==> src/rtl/serdesphy_pcs_pkg.sv <==
// Shared PCS types and constants for the RX alignment path.
package serdesphy_pcs_pkg;

  localparam int unsigned NIBBLE_W = 4;
  localparam int unsigned SYNC_W   = 8;

  localparam logic [SYNC_W-1:0] SYNC_WORD_DEF = 8'hB4;

  typedef enum logic [1:0] {
    ALIGN_SEARCH = 2'd0,
    ALIGN_VERIFY = 2'd1,
    ALIGN_LOCKED = 2'd2
  } align_state_e;

  typedef struct packed {
    logic [NIBBLE_W-1:0] data;
    logic                err;
  } nibble_t;

endpackage

==> src/rtl/serdesphy_rx_aligner_if.sv <==
// Serial bit input, control and nibble/status output bundle of the RX aligner.
interface serdesphy_rx_aligner_if;
  import serdesphy_pcs_pkg::*;

  logic                rx_en;
  logic                rx_align_rst;
  logic                rx_serial_data;
  logic                rx_serial_valid;
  logic                rx_serial_error;
  logic [NIBBLE_W-1:0] rx_nibble;
  logic                rx_nibble_valid;
  logic                rx_nibble_err;
  logic                rx_aligned;
  logic [1:0]          align_state;
  logic                rx_error;

  modport master (
    output rx_en, rx_align_rst, rx_serial_data, rx_serial_valid, rx_serial_error,
    input  rx_nibble, rx_nibble_valid, rx_nibble_err, rx_aligned, align_state, rx_error
  );

  modport slave (
    input  rx_en, rx_align_rst, rx_serial_data, rx_serial_valid, rx_serial_error,
    output rx_nibble, rx_nibble_valid, rx_nibble_err, rx_aligned, align_state, rx_error
  );
endinterface

==> src/rtl/serdesphy_sync_detect.sv <==
// Bit shift register with fill qualification and sync-word comparator.
module serdesphy_sync_detect
  import serdesphy_pcs_pkg::*;
#(
  parameter logic [SYNC_W-1:0] SYNC_WORD = SYNC_WORD_DEF
) (
  input  logic              clk,
  input  logic              rst_n,
  input  logic              fill_clr,
  input  logic              bit_en,
  input  logic              d,
  output logic [SYNC_W-1:0] nxt,
  output logic              sync_hit
);

  localparam int unsigned FILL_W = $clog2(SYNC_W + 1);

  logic [SYNC_W-1:0] sr;
  logic [FILL_W-1:0] fill_cnt;

  assign nxt      = {sr[SYNC_W-2:0], d};
  // Detection only once the register holds eight real bits, never reset zeros.
  assign sync_hit = (fill_cnt == FILL_W'(SYNC_W)) && (nxt == SYNC_WORD);

  always_ff @(posedge clk or negedge rst_n) begin
    if (!rst_n) begin
      sr       <= '0;
      fill_cnt <= '0;
    end else if (fill_clr) begin
      fill_cnt <= '0;
    end else if (bit_en) begin
      sr <= nxt;
      if (fill_cnt != FILL_W'(SYNC_W)) fill_cnt <= fill_cnt + FILL_W'(1);
    end
  end

endmodule

==> src/rtl/serdesphy_rx_aligner.sv <==
// RX frame aligner: sync search/verify/lock FSM, frame bit counter and nibble assembly.
module serdesphy_rx_aligner
  import serdesphy_pcs_pkg::*;
#(
  parameter logic [SYNC_W-1:0] SYNC_WORD = SYNC_WORD_DEF,
  parameter int unsigned       FRAME_NIB = 4,
  parameter int unsigned       LOCK_CNT  = 3,
  parameter int unsigned       LOSS_CNT  = 4
) (
  input logic                   clk_240m_rx,
  input logic                   rst_n_240m_rx,
  serdesphy_rx_aligner_if.slave rx
);

  localparam int unsigned DATA_BITS  = NIBBLE_W * FRAME_NIB;
  localparam int unsigned FRAME_BITS = SYNC_W + DATA_BITS;
  localparam int unsigned BIT_W      = $clog2(FRAME_BITS);
  localparam int unsigned HIT_W      = $clog2(LOCK_CNT + 1);
  localparam int unsigned MISS_W     = $clog2(LOSS_CNT + 1);

  align_state_e      state, state_nxt;
  logic [BIT_W-1:0]  bit_cnt, bit_cnt_nxt;
  logic [HIT_W-1:0]  hit_cnt, hit_cnt_nxt, hit_inc;
  logic [MISS_W-1:0] miss_cnt, miss_cnt_nxt, miss_inc;
  logic              err_acc, err_acc_nxt;
  logic              rx_error_q, rx_error_nxt;
  nibble_t           nib_q, nib_nxt;
  logic              nib_vld_q, nib_vld_nxt;
  logic              aligned_q;

  logic              clr, bit_en, sync_match, at_sync, in_data;
  logic [SYNC_W-1:0] nxt;
  logic              sync_hit;

  assign clr        = rx.rx_align_rst | ~rx.rx_en;
  assign bit_en     = rx.rx_serial_valid & ~clr;
  assign sync_match = (nxt == SYNC_WORD);
  assign at_sync    = (bit_cnt == BIT_W'(FRAME_BITS - 1));
  assign in_data    = (bit_cnt < BIT_W'(DATA_BITS));
  assign hit_inc    = hit_cnt + HIT_W'(1);
  assign miss_inc   = miss_cnt + MISS_W'(1);

  serdesphy_sync_detect #(.SYNC_WORD(SYNC_WORD)) u_sync_detect (
    .clk      (clk_240m_rx),
    .rst_n    (rst_n_240m_rx),
    .fill_clr (clr),
    .bit_en   (bit_en),
    .d        (rx.rx_serial_data),
    .nxt      (nxt),
    .sync_hit (sync_hit)
  );

  always_ff @(posedge clk_240m_rx or negedge rst_n_240m_rx) begin
    if (!rst_n_240m_rx) begin
      state      <= ALIGN_SEARCH;
      bit_cnt    <= '0;
      hit_cnt    <= '0;
      miss_cnt   <= '0;
      err_acc    <= 1'b0;
      rx_error_q <= 1'b0;
      nib_q      <= '0;
      nib_vld_q  <= 1'b0;
      aligned_q  <= 1'b0;
    end else begin
      state      <= state_nxt;
      bit_cnt    <= bit_cnt_nxt;
      hit_cnt    <= hit_cnt_nxt;
      miss_cnt   <= miss_cnt_nxt;
      err_acc    <= err_acc_nxt;
      rx_error_q <= rx_error_nxt;
      nib_q      <= nib_nxt;
      nib_vld_q  <= nib_vld_nxt;
      aligned_q  <= (state_nxt == ALIGN_LOCKED);
    end
  end

  // Next-state, counters and nibble assembly; invalid cycles fall through holding state.
  always_comb begin
    state_nxt    = state;
    bit_cnt_nxt  = bit_cnt;
    hit_cnt_nxt  = hit_cnt;
    miss_cnt_nxt = miss_cnt;
    err_acc_nxt  = err_acc;
    rx_error_nxt = rx_error_q;
    nib_nxt      = nib_q;
    nib_nxt.err  = 1'b0;
    nib_vld_nxt  = 1'b0;

    if (clr) begin
      state_nxt    = ALIGN_SEARCH;
      bit_cnt_nxt  = '0;
      hit_cnt_nxt  = '0;
      miss_cnt_nxt = '0;
      err_acc_nxt  = 1'b0;
      if (rx.rx_align_rst) rx_error_nxt = 1'b0;
    end else if (rx.rx_serial_valid) begin
      case (state)
        ALIGN_SEARCH: begin
          if (sync_hit) begin
            state_nxt   = ALIGN_VERIFY;
            hit_cnt_nxt = HIT_W'(1);
            bit_cnt_nxt = '0;
            err_acc_nxt = 1'b0;
          end
        end
        ALIGN_VERIFY, ALIGN_LOCKED: begin
          bit_cnt_nxt = at_sync ? '0 : bit_cnt + BIT_W'(1);
          if (at_sync) begin
            if (state == ALIGN_VERIFY) begin
              if (!sync_match) begin
                state_nxt = ALIGN_SEARCH;
              end else begin
                hit_cnt_nxt = hit_inc;
                if (hit_inc == HIT_W'(LOCK_CNT)) begin
                  state_nxt    = ALIGN_LOCKED;
                  miss_cnt_nxt = '0;
                end
              end
            end else if (sync_match) begin
              miss_cnt_nxt = '0;
            end else begin
              miss_cnt_nxt = miss_inc;
              if (miss_inc == MISS_W'(LOSS_CNT)) begin
                state_nxt    = ALIGN_SEARCH;
                rx_error_nxt = 1'b1;
              end
            end
          end else if (state == ALIGN_LOCKED && in_data) begin
            if (bit_cnt[1:0] == 2'd3) begin
              nib_nxt.data = nxt[NIBBLE_W-1:0];
              nib_nxt.err  = err_acc | rx.rx_serial_error;
              nib_vld_nxt  = 1'b1;
              err_acc_nxt  = 1'b0;
            end else begin
              err_acc_nxt = err_acc | rx.rx_serial_error;
            end
          end
        end
        default: state_nxt = ALIGN_SEARCH;
      endcase
    end
  end

  assign rx.rx_nibble       = nib_q.data;
  assign rx.rx_nibble_err   = nib_q.err;
  assign rx.rx_nibble_valid = nib_vld_q;
  assign rx.rx_aligned      = aligned_q;
  assign rx.align_state     = state;
  assign rx.rx_error        = rx_error_q;

endmodule

==> src/flat_wrapper.sv <==
// flat-port wrapper written by rule: the top's interface ports become plain ports
module serdesphy_rx_aligner_flat import serdesphy_pcs_pkg::*;
#(
  parameter logic [SYNC_W-1:0] SYNC_WORD = SYNC_WORD_DEF,
  parameter int unsigned       FRAME_NIB = 4,
  parameter int unsigned       LOCK_CNT  = 3,
  parameter int unsigned       LOSS_CNT  = 4
)
  (clk_240m_rx, rst_n_240m_rx, rx_rx_en, rx_rx_align_rst, rx_rx_serial_data, rx_rx_serial_valid, rx_rx_serial_error, rx_rx_nibble, rx_rx_nibble_valid, rx_rx_nibble_err, rx_rx_aligned, rx_align_state, rx_rx_error);
  serdesphy_rx_aligner_if rx_i ();
  input logic clk_240m_rx;
  input logic rst_n_240m_rx;
  input wire logic [$bits(rx_i.rx_en)-1:0] rx_rx_en;
  input wire logic [$bits(rx_i.rx_align_rst)-1:0] rx_rx_align_rst;
  input wire logic [$bits(rx_i.rx_serial_data)-1:0] rx_rx_serial_data;
  input wire logic [$bits(rx_i.rx_serial_valid)-1:0] rx_rx_serial_valid;
  input wire logic [$bits(rx_i.rx_serial_error)-1:0] rx_rx_serial_error;
  output wire logic [$bits(rx_i.rx_nibble)-1:0] rx_rx_nibble;
  output wire logic [$bits(rx_i.rx_nibble_valid)-1:0] rx_rx_nibble_valid;
  output wire logic [$bits(rx_i.rx_nibble_err)-1:0] rx_rx_nibble_err;
  output wire logic [$bits(rx_i.rx_aligned)-1:0] rx_rx_aligned;
  output wire logic [$bits(rx_i.align_state)-1:0] rx_align_state;
  output wire logic [$bits(rx_i.rx_error)-1:0] rx_rx_error;
  assign rx_i.rx_en = rx_rx_en;
  assign rx_i.rx_align_rst = rx_rx_align_rst;
  assign rx_i.rx_serial_data = rx_rx_serial_data;
  assign rx_i.rx_serial_valid = rx_rx_serial_valid;
  assign rx_i.rx_serial_error = rx_rx_serial_error;
  assign rx_rx_nibble = rx_i.rx_nibble;
  assign rx_rx_nibble_valid = rx_i.rx_nibble_valid;
  assign rx_rx_nibble_err = rx_i.rx_nibble_err;
  assign rx_rx_aligned = rx_i.rx_aligned;
  assign rx_align_state = rx_i.align_state;
  assign rx_rx_error = rx_i.rx_error;
  serdesphy_rx_aligner #(.SYNC_WORD(SYNC_WORD), .FRAME_NIB(FRAME_NIB), .LOCK_CNT(LOCK_CNT), .LOSS_CNT(LOSS_CNT)) u_core (.clk_240m_rx(clk_240m_rx), .rst_n_240m_rx(rst_n_240m_rx), .rx(rx_i));
endmodule
==> config.mk <==
export PLATFORM = sky130hd
export DESIGN_NAME = serdesphy_rx_aligner_flat
export DESIGN_NICKNAME = d
export VERILOG_FILES = /design/src/rtl/serdesphy_pcs_pkg.sv /design/src/rtl/serdesphy_rx_aligner_if.sv /design/src/rtl/serdesphy_sync_detect.sv /design/src/rtl/serdesphy_rx_aligner.sv /design/src/flat_wrapper.sv
export SDC_FILE = /design/constraint.sdc
export NUM_CORES = 1
export LEC_CHECK = 0
export BUFFER_PORTS_ARGS = -buffer_cell sky130_fd_sc_hd__buf_2
export CORE_AREA = 2 2 72 67
export CTS_CLUSTER_DIAMETER = 40
export CTS_CLUSTER_SIZE = 12
export DETAILED_ROUTE_END_ITERATION = 10
export DIE_AREA = 0 0 74 69
export GPL_TIMING_DRIVEN = 1
export SYNTH_ARGS = -nofsm -noshare
export SYNTH_HDL_FRONTEND = slang
export SYNTH_SLANG_ARGS = --single-unit
==> constraint.sdc <==
create_clock -name clk_240m_rx -period 1.9 [get_ports clk_240m_rx]
set_input_delay 0.38 -clock clk_240m_rx [delete_from_list [all_inputs] [get_ports clk_240m_rx]]
set_output_delay 0.38 -clock clk_240m_rx [all_outputs]
set_load 0.1 [all_outputs]
==> out/results.ini <==
[synth]
synth_cells=155
ys_seq_area_share_pct=48.05
synth_ff_type=dfrtp_1
synth_top_area_cell=dfrtp_1
ys_ff_latch=32
syn_nets=172
synthArstFlopShare_pct=100.0
synth_area_sq_um=1667
ys_warn_count=0
syn-mean-instance-area_sq_um=10.75
synth_edf_count=0
synth_top_cell_area_share_pct=48.05
synthDistinctLibCells=38
synthTopCellsByArea=dfrtp_1 (48%), mux2_2 (8.1%), ha_1 (7.5%)

[die]
die_x_um=74
ioPinCount=17
core_area_sq_um=4345
die_area_sq_um=5106
dieHeight_um=69
start_util_pct=38.35
rows=23

[worst_setup_path]
crit_path_max_fanout=4
critPathLaunchType=flop
cp_data_required_time_ps=2120
rr_worst_depth=5
end_kind=flop
critical_path_class=reg2reg
arrival_ps=2210

[place]
io_buffers=16
dp_hpwl_um=2660
place_worst_setup_slack_ps=-174.3
gp_congestion=0.8239
placed_area_sq_um=1978

[route]
postRouteAntennaNets=0
drt-total-wl_um=3578
num_vias=1343
viasPerCell=5.146
drt-pass1-iter-count=4
drcViolationCount=0
drt_iter0_markers=67
detail_route.wl_per_cell_um=13.71

[grt]
grt_max_degree=33
grt_antenna_before_repair=0
grt_pass1_wl_um=6230
grt_overflow=0
grt_pass1_vias=1339
grt_usage_pct=15.68

[cells_and_area]
diodes=0
final_common_cell=dfrtp_1
drive_above_1_share_pct=36.68
nets=215
final_cell_mix=dfrtp_1 (30), buf_4 (22), nand2_1 (17), buf_2 (16), mux2_2 (12)
postLayoutCellArea_sq_um=2158
area.growth.synth_to_final_pct=29.50

[timing]
period_share_pct=104.6
fmax_ghz=0.5033
rsz0062_at_grt=true
skew_ps=6.799
finalHoldViolCount=0
hold_ws_ps=138.5
setup_viol=4
worstMarginPinSlew_ps=696.9
finalMaxSlewViolations=0
maxSlewHeadroom_pct=53.54
fin_crit_ps=1987
setup_ws_ps=-86.96

[pwr]
worst_ir_drop_vdd_mv=0.4253
comb_power_share_pct=12.4
p_switching_uw=366.5
p_int_mw=1.142
leakage_nw=0.9745
clockPowerShare_pct=35.2
p_sw_share_pct=24.29
p_per_area_nw_per_um2=699.1
p_seq_share_pct=52.4

[cts]
cts_tree=done
worstSkewPairLatency_ps=280
root_buffer=clkbuf_8
cts.path.max_buffers=2
htreeDepth=2
cts_sinks=32
path_clk_slew_ps=70
hold_buffers=0
cts_made_buffers=5

[min_path]
hp-class=in2async

[run_status]
violations=negative setup slack
status=complete, but fails checks

[flow_run]
maxCapViolations=0

==> critical path: stages (launching register included) <==
cell	delay, ps
dfrtp_1	380
or4b_4	550
o31ai_4	360
a21oi_2	100
or4b_1	480
nand2_1	70
==> layout make-up <==
| class | instances | area, sq um |
|---|---|---|
| fill | 382 | 2187 |
| tap | 62 | 77.57 |
| timing repair buffer | 38 | 245.2 |
| clock buffer | 8 | 90.09 |
| sequential | 32 | 808.3 |
| inverter | 8 | 32.53 |
| multi-input combinational | 113 | 904.6 |
==> cell families (layout without fill, tap and decap cells) <==
logic type | after synthesis | count (layout) | share of synthesized area (%)
buffers and inverters | 10 | 54 | 2.252
and+or+nand+nor | 48 | 48 | 15.77
xor gates and xnor gates | 5 | 5 | 2.628
AOI/OAI and AO/OA | 36 | 36 | 14.49
DFF | 32 | 32 | 48.05
muxes | 14 | 14 | 9.309
adders and majority gates | 10 | 10 | 7.508
==> state kept, by name (all words and copies together), names as in the netlist <==
signal / flops
u_core.u_sync_detect.sr: 7
u_core.bit_cnt: 5
u_core.rx.rx_nibble: 4
u_core.u_sync_detect.fill_cnt: 4
u_core.miss_cnt: 3
u_core.hit_cnt: 2
u_core.rx.align_state: 2
u_core.err_acc: 1
u_core.rx.rx_aligned: 1
u_core.rx.rx_error: 1
u_core.rx.rx_nibble_err: 1
u_core.rx.rx_nibble_valid: 1
==> per-stage QoR <==
step                      instances  util, %  power (mW)  TNS [ps]
after floorplan                 155        -      0.8931    -130.8
after global routing            261    49.67       1.572     -1017
after CTS                       257    48.43       1.518    -46.62
after detailed placement        246    45.52      0.9786     -1240
after global placement          246    45.52      0.9653    -832.4
final                           261    49.67       1.509    -229.9
==> layer usage <==
layer	vias to the layer above	GRT usage [%]	part of all wire [%]
met5	-	0	0
met4	0	5.657	1.6
met3	10	5.702	5.1
met2	30	23.21	47
met1	652	20.92	47
li1	651	-	-
==> timing repair <==
| action | 4_1_cts | 5_1_grt |
|---|---|---|
| pin swaps | 0 | 8 |
| resized for setup | 3 | 10 |
| hold endpoints to repair | 0 | 0 |
| endpoints found under the setup margin | 7 | 15 |
| gates cloned | 0 | 0 |
| buffers inserted | 3 | 4 |
==> power by group through the flow <==
stage / Clock, mW / Sequential [mW] / Combinational (mW)
2_1_floorplan: 0 / 0.794 / 0.0996
3_3_place_gp: 0 / 0.793 / 0.172
3_5_place_dp: 0 / 0.800 / 0.179
4_1_cts: 0.541 / 0.787 / 0.189
5_1_grt: 0.573 / 0.794 / 0.205
6_report: 0.531 / 0.791 / 0.187
==> cell usage after synthesis (2+ instances only) <==
cell type,count
mux2i_1,2
nor3_1,3
nand2_1,17
inv_1,8
clkbuf_1,2
mux2_2,12
xor2_1,4
nand4b_1,2
a32o_1,2
dfrtp_1,32
o21a_1,2
a21oi_1,9
o211ai_1,2
ha_1,10
o21ai_0,11
nand4_1,4
nor2_1,8
o22ai_1,2
nand3_1,4
==> final timing paths <==
check	from	endpoint	slack, ps
setup / recovery	u_core.u_sync_detect.sr[2]$_DFFE_PN0P_	u_core.bit_cnt[2]$_DFFE_PN0P_	-90
hold / removal	rst_n_240m_rx	u_core.u_sync_detect.fill_cnt[2]$_DFFE_PN0P_	140
setup reg to reg	u_core.u_sync_detect.sr[2]$_DFFE_PN0P_	u_core.bit_cnt[2]$_DFFE_PN0P_	-90
hold reg to reg	u_core.err_acc$_DFFE_PN0P_	u_core.rx.rx_nibble_err$_DFF_PN0_	490
max in group asynchronous	rst_n_240m_rx	u_core.rx.align_state[0]$_DFF_PN0_	1240
min in group clk_240m_rx	rx_rx_serial_error	u_core.rx.rx_nibble_err$_DFF_PN0_	340
Power figures use the tool's default switching activity.
